## src/rtl/hazard_interlock.sv

```systemverilog
// Pipeline interlock: load-use and multiply/divide busy stalls, memory-wait freeze,
// multiply/divide busy counter and a saturating stall-cycle counter.
module hazard_interlock #(
    parameter int MUL_LAT = 5,
    parameter int DIV_LAT = 33
) (
    input  logic        clk,
    input  logic        rst_n,
    input  logic [5:0]  op_id,
    input  logic [5:0]  func_id,
    input  logic [4:0]  Rs_id,
    input  logic [4:0]  Rt_id,
    input  logic [5:0]  op_ex,
    input  logic [4:0]  Rw_ex,
    input  logic        mem_wait,
    output logic        pc_wr_en,
    output logic        ifid_wr_en,
    output logic        idex_flush,
    output logic        pipe_wr_en,
    output logic        md_busy,
    output logic [5:0]  md_cnt,
    output logic [15:0] stall_cycles
);

    localparam logic [5:0] OP_RTYPE = 6'b000000;
    localparam logic [5:0] OP_J     = 6'b000010;
    localparam logic [5:0] OP_JAL   = 6'b000011;
    localparam logic [5:0] OP_BEQ   = 6'b000100;
    localparam logic [5:0] OP_BNE   = 6'b000101;
    localparam logic [5:0] OP_LUI   = 6'b001111;
    localparam logic [5:0] OP_LW    = 6'b100011;
    localparam logic [5:0] OP_SW    = 6'b101011;

    localparam logic [5:0] MUL_LOAD = 6'(MUL_LAT);
    localparam logic [5:0] DIV_LOAD = 6'(DIV_LAT);

    logic [5:0]  md_cnt_q, md_cnt_d;
    logic [15:0] stall_cycles_q, stall_cycles_d;

    logic uses_rs, uses_rt, ld_hz;
    logic is_rtype, mul_op, div_op, md_op, md_rd, md_hz;

    // Operand usage decode for the ID instruction
    always_comb begin
        uses_rs = !(op_id == OP_J || op_id == OP_JAL || op_id == OP_LUI);
        uses_rt = (op_id == OP_RTYPE) || (op_id == OP_BEQ) ||
                  (op_id == OP_BNE)   || (op_id == OP_SW);
    end

    // Load-use: the lw result is only forwardable from MEM, so the consumer waits one cycle
    always_comb begin
        ld_hz = (op_ex == OP_LW) && (Rw_ex != 5'd0) &&
                ((uses_rs && (Rs_id == Rw_ex)) || (uses_rt && (Rt_id == Rw_ex)));
    end

    always_comb begin
        is_rtype = (op_id == OP_RTYPE);
        mul_op   = is_rtype && (func_id == 6'b011000 || func_id == 6'b011001);
        div_op   = is_rtype && (func_id == 6'b011010 || func_id == 6'b011011);
        md_op    = mul_op || div_op;
        md_rd    = is_rtype && (func_id[5:2] == 4'b0100);
        md_busy  = (md_cnt_q != 6'd0);
        md_hz    = md_busy && (md_op || md_rd);
    end

    // Stall/flush decision, highest priority first
    always_comb begin
        pc_wr_en   = 1'b1;
        ifid_wr_en = 1'b1;
        pipe_wr_en = 1'b1;
        idex_flush = 1'b0;
        if (mem_wait) begin
            pc_wr_en   = 1'b0;
            ifid_wr_en = 1'b0;
            pipe_wr_en = 1'b0;
        end else if (ld_hz || md_hz) begin
            pc_wr_en   = 1'b0;
            ifid_wr_en = 1'b0;
            idex_flush = 1'b1;
        end
    end

    // An accepted issue can only happen with md_cnt_q==0, since a busy unit stalls md_op
    always_comb begin
        md_cnt_d = md_cnt_q;
        if (md_op && pc_wr_en) begin
            md_cnt_d = mul_op ? MUL_LOAD : DIV_LOAD;
        end else if (md_cnt_q != 6'd0) begin
            md_cnt_d = md_cnt_q - 6'd1;
        end
    end

    always_comb begin
        stall_cycles_d = stall_cycles_q;
        if (!pc_wr_en && (stall_cycles_q != 16'hFFFF)) begin
            stall_cycles_d = stall_cycles_q + 16'd1;
        end
    end

    always_ff @(posedge clk or negedge rst_n) begin
        if (!rst_n) begin
            md_cnt_q       <= 6'd0;
            stall_cycles_q <= 16'd0;
        end else begin
            md_cnt_q       <= md_cnt_d;
            stall_cycles_q <= stall_cycles_d;
        end
    end

    assign md_cnt       = md_cnt_q;
    assign stall_cycles = stall_cycles_q;

endmodule

```

## config.mk

```make
export PLATFORM = sky130hd
export DESIGN_NAME = hazard_interlock
export DESIGN_NICKNAME = d
export VERILOG_FILES = /design/src/rtl/hazard_interlock.sv
export SDC_FILE = /design/constraint.sdc
export NUM_CORES = 1
export LEC_CHECK = 0
export ABC_AREA = 1
export BUFFER_PORTS_ARGS = -buffer_cell sky130_fd_sc_hd__buf_4
export CAP_MARGIN = 5
export CORE_ASPECT_RATIO = 0.5
export CORE_MARGIN = 2
export CORE_UTILIZATION = 40
export CTS_CLUSTER_DIAMETER = 150
export DETAILED_ROUTE_END_ITERATION = 16
export GPL_TIMING_DRIVEN = 0
export PLACE_DENSITY = 0.74
export SLEW_MARGIN = 20
export SYNTH_ARGS = -nofsm -noshare
export SYNTH_HDL_FRONTEND = slang
export SYNTH_SLANG_ARGS = --single-unit
```

## constraint.sdc

```tcl
create_clock -name clk -period 2.6 [get_ports clk]
set_input_delay 0.26 -clock clk [delete_from_list [all_inputs] [get_ports clk]]
set_output_delay 0.26 -clock clk [all_outputs]
set_load 0.01 [all_outputs]
```

==> results.ini <==
[status]
status=finished, final reports clean

[placement]
dpl.cell_count=356
place_congestion=0.852
io_buffer_count=61
dp_hpwl_microns=3070

[drt]
drc=0
drt_pass1_iterations=4
wire_per_inst_microns=10.5
routed_wl_microns=3760
vias=1686
ant_nets=0
viasPerCell=4.70
drtIter0Drc=55

[sta]
finalSetupViolations=0
tns_ns=0
finClkSkew_ns=0.00594
period_share_pct=91.1
rsz0062_at_grt=false
max_freq_mhz=422
final_max_slew_viol_count=0
finalCriticalPeriod_ns=2.37
hold_viol=0
relSlewSlack_pct=80.2
tightest_slew_ns=0.295

[pwr]
seqPwrFrac_pct=41.5
p_sw_share_pct=37.6
p_per_area_nw_per_um2=579
p_leak_uw=0.00115
power_switching_uw=480
p_comb_share_pct=41.2
power.internal_uw=797
vdd_drop_max_v=0.000232
p_clk_share_pct=17.3

[global_routing]
grt_max_degree=23
track_usage_pct=18.0
grt_util_met2_pct=32.9
use_met1_pct=22.0
grt_pass1_vias=1609
grt_first_pass_wirelength_microns=6710
antenna_found_initial=0
gr-usage-met3_pct=3.71
gr-total-overflow=0
grt.busiest_layer=met2

[floorplan]
dieArea_sq_um=4620
io_pins=63
start_util_pct=41.7
die_h_microns=49.1
die_w_microns=94.2
rows=16
core_area_sq_um=3900

[clock_network]
cts.sinks=22
cts_setup_buffers=0
cts.clk_slew.worst_paths_ns=0.08
insertion_delay_ns=0.27
cts_tree=done
cts_buffers=3
clk_path_buf_depth=2
htree_levels=1
clk_root_buffer_cell=clkbuf_8

[synth]
syn-num-nets=279
synth.avg_cell_area_sq_um=6.75
synth_area_sq_um=1630
syn_inst=241
yosys_warnings=0
yosysUniqueCellTypes=23
ys_ff_latch=22
ys_seq_area_share_pct=33.8

[setup_path]
crit_slowest_cell=dfrtp_1
slowest_delay_ns=0.42
crit_path_max_fanout=14
path_class=register to output port
path_cells=inv_1 > ha_1 > nand2_1 > nor2_2 > nand2_2 > nand3_1 > nor2_1 > a21oi_2 > nand2_4 > inv_1 > buf_4 > buf_4
worstPathRequired_ns=2.34
arrival_ns=2.11
start_kind=register
endpoint_kind=output port

[run]
cap_violations=0

[layout]
multi_input_area_sq_um=917
fillers=376
diodes=0
drive_above_1_share_pct=24.6
stdcell_count=359
syn_to_final_growth_pct=35.5
regArea_sq_um=551
nNetsFinal=345

[min_path]
hold_class=primary input to register

[cell usage after synthesis]
| cell | count | area, sq um |
|---|---|---|
| xor2_1 | 13 | 114 |
| o21ai_1 | 3 | 15.0 |
| buf_4 | 1 | 7.51 |
| nand3_1 | 24 | 120 |
| ha_1 | 2 | 25.0 |
| xnor2_1 | 10 | 87.6 |
| a31oi_1 | 2 | 12.5 |
| nor2_4 | 1 | 11.3 |
| nand3b_1 | 1 | 7.51 |
| inv_1 | 33 | 124 |
| buf_2 | 2 | 10.0 |
| a21oi_2 | 1 | 8.76 |
| nand3_2 | 1 | 10.0 |
| buf_6 | 2 | 22.5 |
| nor2_2 | 1 | 6.26 |
| nand4_1 | 6 | 37.5 |
| nand2_2 | 3 | 18.8 |
| nand2_1 | 76 | 285 |
| nor2_1 | 26 | 97.6 |
| dfrtp_1 | 22 | 551 |
| nor3_1 | 7 | 35.0 |
| a21oi_1 | 2 | 10.0 |
| o21ai_0 | 2 | 10.0 |
[cell families after synthesis]
family	synth area share, %
adders and majority gates	1.54
AOI/OAI and AO/OA	3.46
DFF	33.8
xor gates and xnor gates	12.4
buffers and inverters	10.1
and+or+nand+nor	38.7
[critical path: cells and delay by family (launching register included)]
| kind | cells | cell delay (ns) |
|---|---|---|
| buffers and inverters | 4 | 0.40 |
| DFF | 1 | 0.42 |
| and+or+nand+nor | 6 | 0.61 |
| adders and majority gates | 1 | 0.21 |
| AOI/OAI and AO/OA | 1 | 0.20 |
[worst paths after layout]
| kind | from | depth (start not counted) | endpoint | slack (ns) |
|---|---|---|---|---|
| worst max register to register | md_cnt[0] | 13 | stall_cycles[2] | 0.63 |
| worst min register to register | md_cnt[5] | 2 | md_cnt[4] | 0.53 |
| min in group asynchronous | rst_n | 2 | stall_cycles[3] | 0.41 |
| worst max-delay path | md_cnt[0] | 12 | pc_wr_en | 0.23 |
| max in group asynchronous | rst_n | 2 | stall_cycles[13] | 1.97 |
| worst min-delay path | func_id[1] | 3 | md_cnt[5] | 0.30 |
[cell type report]
type                       instances  area share, %
inverter                          33           5.62
clock buffer                       3           1.87
buffer                             4           1.59
timing repair buffer              62           21.2
multi-input combinational        181           41.6
sequential                        22           25.0
tap                               54           3.07
[state kept, by name, indices dropped and copies added, names as in the netlist]
name,count
stall_cycles,16
md_cnt,6
[routing by layer]
layer	wire, microns	up-vias
met5	0	-
met4	25	0
li1	-	874
met2	1890	41
met1	1680	767
met3	168	4
[timing repair]
action | in CTS | in global routing
hold endpoints to repair | 22 | 0
setup endpoints to repair | 0 | 1
hold buffers | 1 | 0
gates resized for setup | 0 | 1
[layout by cell type, fill, tap and decap left out]
cell / synthesis / routed
a21oi_1: 2 / 2
a21oi_2: 1 / 1
buf_6: 2 / 2
o21ai_1: 3 / 3
nor2_4: 1 / 1
nor2_1: 26 / 26
nand3_2: 1 / 1
dlygate4sd3_1: 0 / 1
nand2_2: 3 / 2
dfrtp_1: 22 / 22
nor2_2: 1 / 1
a31oi_1: 2 / 2
xor2_1: 13 / 13
o21ai_0: 2 / 2
nand3_1: 24 / 24
inv_1: 33 / 33
nand2_4: 0 / 1
nor3_1: 7 / 7
ha_1: 2 / 2
xnor2_1: 10 / 10
nand4_1: 6 / 6
nand2_1: 76 / 76
buf_2: 2 / 1
buf_4: 1 / 62
nand3b_1: 1 / 1
clkbuf_8: 0 / 3
[power groups by stage]
| stage | Sequential [uW] | Clock [uW] | Combinational (uW) |
|---|---|---|---|
| 6_report | 530 | 221 | 526 |
| 5_1_grt | 546 | 249 | 597 |
| 4_1_cts | 533 | 224 | 534 |
| 3_5_place_dp | 538 | 0 | 531 |
| 3_3_place_gp | 536 | 0 | 514 |
| 2_1_floorplan | 556 | 0 | 265 |
[stage by stage]
step,util [%],power [uW],area (sq um),setup slack (ns),hold WS (ns)
detailed placement,55.1,1070,2150,0.419,0.172
global placement,55.1,1050,2150,0.463,0.168
global route,56.4,1390,2200,0.0568,0.317
floorplan,-,820,1630,0.607,-0.0356
CTS,56.4,1290,2200,0.121,0.298
finish,56.4,1280,2200,0.231,0.302
Note: power is estimated with default switching activity, not from simulation.
